$ cat src/rtl/id_ex_stage.sv
// id_ex_stage: ID/EX pipeline register and EX operand selector (RV32I core).
//
// Captures a decoded instruction over a valid/ready handshake and holds it
// under downstream stall. It drives the ALU operands a/b and the ALU select
// combinationally from the held fields. Optional MEM/WB forwarding and
// stall-time operand refresh are enabled with the macro ID_EX_FWD_EN. In
// the default build the forwarding ports are accepted but ignored.
//
// Ports:
//   clk, rst_n        clock, synchronous active-low reset
//   flush             kill held instruction and any same-cycle capture
//   id_*              decode-side handshake and instruction fields
//   mem_fwd_*/wb_fwd_*  producer results for forwarding/refresh
//   ex_valid/ex_ready downstream handshake
//   alu_a/alu_b/alu_sel  ALU inputs
//   ex_store_data     forwarded rs2 value
//   ex_pc, ex_rd_addr, ex_reg_write, ex_illegal_op  held/qualified status
module id_ex_stage #(
    parameter int XLEN   = 32,
    parameter int REG_AW = 5
) (
    input  logic              clk,
    input  logic              rst_n,
    input  logic              flush,
    input  logic              id_valid,
    output logic              id_ready,
    input  logic [XLEN-1:0]   id_pc,
    input  logic [XLEN-1:0]   id_rs1_data,
    input  logic [XLEN-1:0]   id_rs2_data,
    input  logic [XLEN-1:0]   id_imm,
    input  logic [REG_AW-1:0] id_rs1_addr,
    input  logic [REG_AW-1:0] id_rs2_addr,
    input  logic [REG_AW-1:0] id_rd_addr,
    input  logic [3:0]        id_alu_sel,
    input  logic              id_a_pc,
    input  logic              id_b_imm,
    input  logic              id_reg_write,
    input  logic              mem_fwd_we,
    input  logic [REG_AW-1:0] mem_fwd_rd,
    input  logic [XLEN-1:0]   mem_fwd_data,
    input  logic              wb_fwd_we,
    input  logic [REG_AW-1:0] wb_fwd_rd,
    input  logic [XLEN-1:0]   wb_fwd_data,
    output logic              ex_valid,
    input  logic              ex_ready,
    output logic [XLEN-1:0]   alu_a,
    output logic [XLEN-1:0]   alu_b,
    output logic [3:0]        alu_sel,
    output logic [XLEN-1:0]   ex_store_data,
    output logic [XLEN-1:0]   ex_pc,
    output logic [REG_AW-1:0] ex_rd_addr,
    output logic              ex_reg_write,
    output logic              ex_illegal_op
);

    typedef struct packed {
        logic [XLEN-1:0]   pc;
        logic [XLEN-1:0]   rs1_data;
        logic [XLEN-1:0]   rs2_data;
        logic [XLEN-1:0]   imm;
        logic [REG_AW-1:0] rs1_addr;
        logic [REG_AW-1:0] rs2_addr;
        logic [REG_AW-1:0] rd_addr;
        logic [3:0]        alu_sel;
        logic              a_pc;
        logic              b_imm;
        logic              reg_write;
    } ex_payload_t;

    ex_payload_t     held;
    ex_payload_t     id_pl;
    logic            vld;
    logic            take;
    logic            stall;
    logic            wb_hit1, wb_hit2;
    logic [XLEN-1:0] rs1_val, rs2_val;

    assign id_pl = '{pc: id_pc, rs1_data: id_rs1_data, rs2_data: id_rs2_data,
                     imm: id_imm, rs1_addr: id_rs1_addr, rs2_addr: id_rs2_addr,
                     rd_addr: id_rd_addr, alu_sel: id_alu_sel, a_pc: id_a_pc,
                     b_imm: id_b_imm, reg_write: id_reg_write};

    assign id_ready = !vld || ex_ready;
    assign take     = id_valid && id_ready;
    assign stall    = vld && !ex_ready;

`ifdef ID_EX_FWD_EN
    logic mem_hit1, mem_hit2;

    // x0 is hardwired zero, so a producer targeting it must never forward
    assign mem_hit1 = mem_fwd_we && (mem_fwd_rd == held.rs1_addr) && (held.rs1_addr != '0);
    assign mem_hit2 = mem_fwd_we && (mem_fwd_rd == held.rs2_addr) && (held.rs2_addr != '0);
    assign wb_hit1  = wb_fwd_we  && (wb_fwd_rd  == held.rs1_addr) && (held.rs1_addr != '0);
    assign wb_hit2  = wb_fwd_we  && (wb_fwd_rd  == held.rs2_addr) && (held.rs2_addr != '0);

    // MEM is the younger producer, so it wins over WB
    assign rs1_val = mem_hit1 ? mem_fwd_data : (wb_hit1 ? wb_fwd_data : held.rs1_data);
    assign rs2_val = mem_hit2 ? mem_fwd_data : (wb_hit2 ? wb_fwd_data : held.rs2_data);
`else
    // Hazard unit interlocks instead; forwarding inputs are intentionally unused
    logic unused_fwd;
    assign unused_fwd = ^{mem_fwd_we, mem_fwd_rd, mem_fwd_data,
                          wb_fwd_we, wb_fwd_rd, wb_fwd_data};
    assign wb_hit1    = 1'b0;
    assign wb_hit2    = 1'b0;
    assign rs1_val    = held.rs1_data;
    assign rs2_val    = held.rs2_data;
`endif

    always_ff @(posedge clk) begin
        if (!rst_n) begin
            vld  <= 1'b0;
            held <= '0;
        end else begin
            if (flush)         vld <= 1'b0;
            else if (take)     vld <= 1'b1;
            else if (ex_ready) vld <= 1'b0;

            if (take && !flush) begin
                held <= id_pl;
            end else if (stall) begin
                // A WB producer retires while we wait; latch its value so the
                // operand stays correct once the forwarding source is gone.
                if (wb_hit1) held.rs1_data <= wb_fwd_data;
                if (wb_hit2) held.rs2_data <= wb_fwd_data;
            end
        end
    end

    assign ex_valid      = vld;
    assign alu_a         = held.a_pc  ? held.pc  : rs1_val;
    assign alu_b         = held.b_imm ? held.imm : rs2_val;
    assign alu_sel       = held.alu_sel;
    assign ex_store_data = rs2_val;
    assign ex_pc         = held.pc;
    assign ex_rd_addr    = held.rd_addr;
    assign ex_reg_write  = vld && held.reg_write;
    assign ex_illegal_op = vld && (held.alu_sel > 4'd9);

endmodule

$ cat config.mk
export PLATFORM = sky130hd
export DESIGN_NAME = id_ex_stage
export DESIGN_NICKNAME = d
export VERILOG_FILES = /design/src/rtl/id_ex_stage.sv
export SDC_FILE = /design/constraint.sdc
export NUM_CORES = 1
export LEC_CHECK = 0
export BUFFER_PORTS_ARGS = -buffer_cell sky130_fd_sc_hd__clkbuf_2
export CAP_MARGIN = 20
export CORE_MARGIN = 2
export CORE_UTILIZATION = 35
export CTS_CLUSTER_SIZE = 14
export DETAILED_ROUTE_END_ITERATION = 10
export GPL_TIMING_DRIVEN = 0
export PLACE_DENSITY = 0.73
export SYNTH_ARGS = -nofsm -noshare
export SYNTH_HDL_FRONTEND = slang
export SYNTH_SLANG_ARGS = --single-unit
$ cat constraint.sdc
create_clock -name clk -period 1.2 [get_ports clk]
set_input_delay 0.18 -clock clk [delete_from_list [all_inputs] [get_ports clk]]
set_output_delay 0.18 -clock clk [all_outputs]
set_load 0.01 [all_outputs]
==> summary.md <==
| Metric | Value |
|---|---|
| Outcome | finished with violations |
| Failing checks | setup timing |
| Clock period minus worst slack | 1720 ps |
| Dpl hpwl | 15,100 um |
| First-pass GRT wire length | 40,700 um |
| Drt drc | 0 |
| Max clock buf depth | 2 |
| GRT Residual Overflow | 0 |
| Clk sink count | 141 |
| YS warnings | 0 |
| Routed wire length | 28,800 um |
| Max-cap violations | 0 |
| Via Count | 7,283 |
| Sw Share | 0.270 |
| P_int | 0.0101 W |
| Routability congestion estimate | 0.833 |
| Syn-to-layout area delta | 81.8% |
| CTS root buf | clkbuf_16 |
| CP Capture Type | output port |
| Wire per inst | 18.9 um |
| RSZ-0062 raised after global routing | true |
| Pwr/cell area | 1090 nW/um^2 |
| I/O Buffers | 284 |
| Crit path launch type | flop |
| VDD IR max | 0.967 mV |
| Final Max Slew Viols | 0 |
| Ports | 372 |
| Switching power | 0.00372 W |
| Synth top area cells | dfxtp_1 (41%), mux2i_1 (20%), nand2_1 (15%) |
| Skew-Pair Late Insertion Delay | 420 ps |
| Die Area | 21,000 sq um |
| Clock buffer count from CTS | 17 |
| Worst-path fanout max | 5 |
| Setup ws final | -525 ps |
| Sequential fraction of the synthesis area | 0.405 |
| CTS tree | done |
| Die height | 145 um |
| Starting Density | 0.358 |
| Area share of the largest cell type after synthesis | 0.405 |
| Worst-margin pin slew | 865 ps |
| Die width | 145 um |
| Count of cell types in the netlist | 16 |
| Antenna diode count | 0 |
| Final worst path period share | 1.44 |
| Mapped cell area | 6960 sq um |
| Synth Area per Inst | 9.16 sq um |
| Antenna Nets Post-Route | 0 |
| Syn nets | 991 |
| Reg clk slew, reported paths | 60 ps |
| Filler cell count | 1,348 |
| DR iter-0 viols | 351 |
| Peak Freq | 0.580 GHz |
| Total Nets Final | 1,475 |
| R2R setup slack | -420 ps |
| Clock skew | 6.53 ps |
| Post-synth top area cell | dfxtp_1 |
| Hold/Removal Path Class | in2reg |
| Core area | 19,500 sq um |
| Final non-filler cell total | 1,522 |
| Util after Layout | 0.650 |
| Via density per instance | 4.79 |
| CP Class | reg2out |
| Data arrival, critical path | 1540 ps |
| Vias in the first global route | 7,595 |
| Total GRT Usage | 0.245 |
| Synth Register Bits | 141 |
| Critical Path RT | 1020 ps |
| Fraction of layout cells with a size suffix above 1 | 0.488 |
| Fin. Hold Viols | 0 |
| Combinational share of power | 0.224 |
| Sequential power share | 0.372 |
| Setup violations, final | 209 |
| DRT Pass-1 Iters | 7 |
| Rows | 51 |
| Relative slew slack | 0.424 |
| Final setup TNS | -70,990 ps |
| Cells after DPL | 1,309 |
| Htree depth | 4 |
| Cells after Synth | 760 |
| Clk pwr share | 0.404 |
| Initial antenna violation count | 0 |
| P_leak | 5.88 nW |
| Largest net degree at the start of global routing | 17 |
cells in the mapped netlist:
cell type / instances
dfxtp_1: 141
buf_8: 10
nand2_1: 280
and2_1: 1
nor3b_2: 1
buf_12: 1
buf_2: 9
nor2b_4: 1
mux2i_1: 140
nor2_1: 1
inv_1: 1
buf_4: 77
nor3b_1: 1
mux2_2: 64
o211a_1: 1
clkbuf_1: 31
worst paths after layout:
check | to | from | cells after the start
hold / removal | held[25]$_SDFFE_PN0P_ | id_imm[3] | 3
setup reg to reg | ex_store_data[23]$_SDFFE_PN0P_ | ex_valid$_SDFFE_PP0P_ | 8
hold reg to reg | rs1_val[31]$_SDFFE_PN0P_ | rs1_val[31]$_SDFFE_PN0P_ | 2
setup / recovery | alu_b[10] | held[1]$_SDFFE_PN0P_ | 4
placed cells by master (no fill, tap or decap):
cell type,Yosys,final
and2_4,0,1
buf_12,1,33
buf_16,0,7
buf_2,9,3
buf_4,77,69
buf_6,0,97
buf_8,10,17
bufinv_16,0,3
clkbuf_1,31,29
clkbuf_16,0,22
clkbuf_2,0,202
clkbuf_8,0,3
clkinv_2,0,2
clkinv_4,0,3
clkinvlp_4,0,2
dfxtp_1,141,70
dfxtp_2,0,68
dfxtp_4,0,3
dlygate4sd3_1,0,128
inv_2,0,1
inv_6,0,5
mux2_4,0,64
mux2i_1,140,134
mux2i_2,0,6
nand2_1,280,280
nor2_1,1,1
nor2b_4,1,1
nor3b_1,1,1
nor3b_2,1,1
o211a_1,1,1
layer usage:
layer	wire (um)	GRT usage
met3	1970	0.0582
met1	11200	0.281
met5	0	0
met4	804	0.0757
met2	14800	0.447
cell type report:
| class | count | area, sq um | share of cell area |
|---|---|---|---|
| inverter | 1 | 3.75 | 0.000297 |
| sequential | 141 | 2920 | 0.231 |
| clock buffer | 17 | 425 | 0.0336 |
| multi-input combinational | 490 | 3490 | 0.276 |
| tap | 265 | 332 | 0.0262 |
| timing repair buffer | 482 | 4330 | 0.342 |
| buffer | 111 | 973 | 0.0769 |
| clock inverter | 15 | 185 | 0.0146 |
flip-flops by register name, indices dropped and copies added, names as in the netlist:
register and cells:
ex_rd_addr 5, ex_valid 1, rs1_val 32, ex_store_data 32, ex_pc 32, held 35, alu_sel 4
power by group through the flow:
stage	Clock (W)	Sequential [W]	Combinational, W
floorplan	0	0.00513	0.00115
global placement	0	0.00518	0.00186
detailed placement	0	0.00519	0.00186
CTS	0.00566	0.00510	0.00284
global route	0.00584	0.00516	0.00326
finish	0.00557	0.00514	0.00309
per-stage QoR:
step | area [sq um] | setup WS (ps) | hold slack, ps | total power, W
after global routing | 12700 | -564 | 8.64 | 0.0143
after CTS | 12200 | -561 | 1.69 | 0.0136
after global placement | 8730 | -491 | 375 | 0.00703
after floorplan | 6970 | -69.0 | 249 | 0.00629
after detailed placement | 8730 | -521 | 378 | 0.00705
final | 12700 | -525 | 8.63 | 0.0138
critical path, stage by stage, from the launching register on:
cell,delay [ps]
dfxtp_4,380
buf_8,170
buf_12,140
mux2_4,310
clkbuf_2,130
repair_timing:
action                                 in CTS  in global routing
buffers inserted                           39                 27
hold buffers                              127                  1
gates cloned                               19                  5
setup endpoints to repair                 242                267
pin swaps                                   0                  1
endpoints found under the hold margin     127                  1
resized for setup                         181                260
kinds of logic after synthesis:
family	count (synthesis)	share of synthesized area
simple gates	285	0.157
flops	141	0.405
compound gates	1	0.00144
mux	204	0.305
buf+inv	129	0.131
No activity file was read; power rests on OpenSTA's default activity.
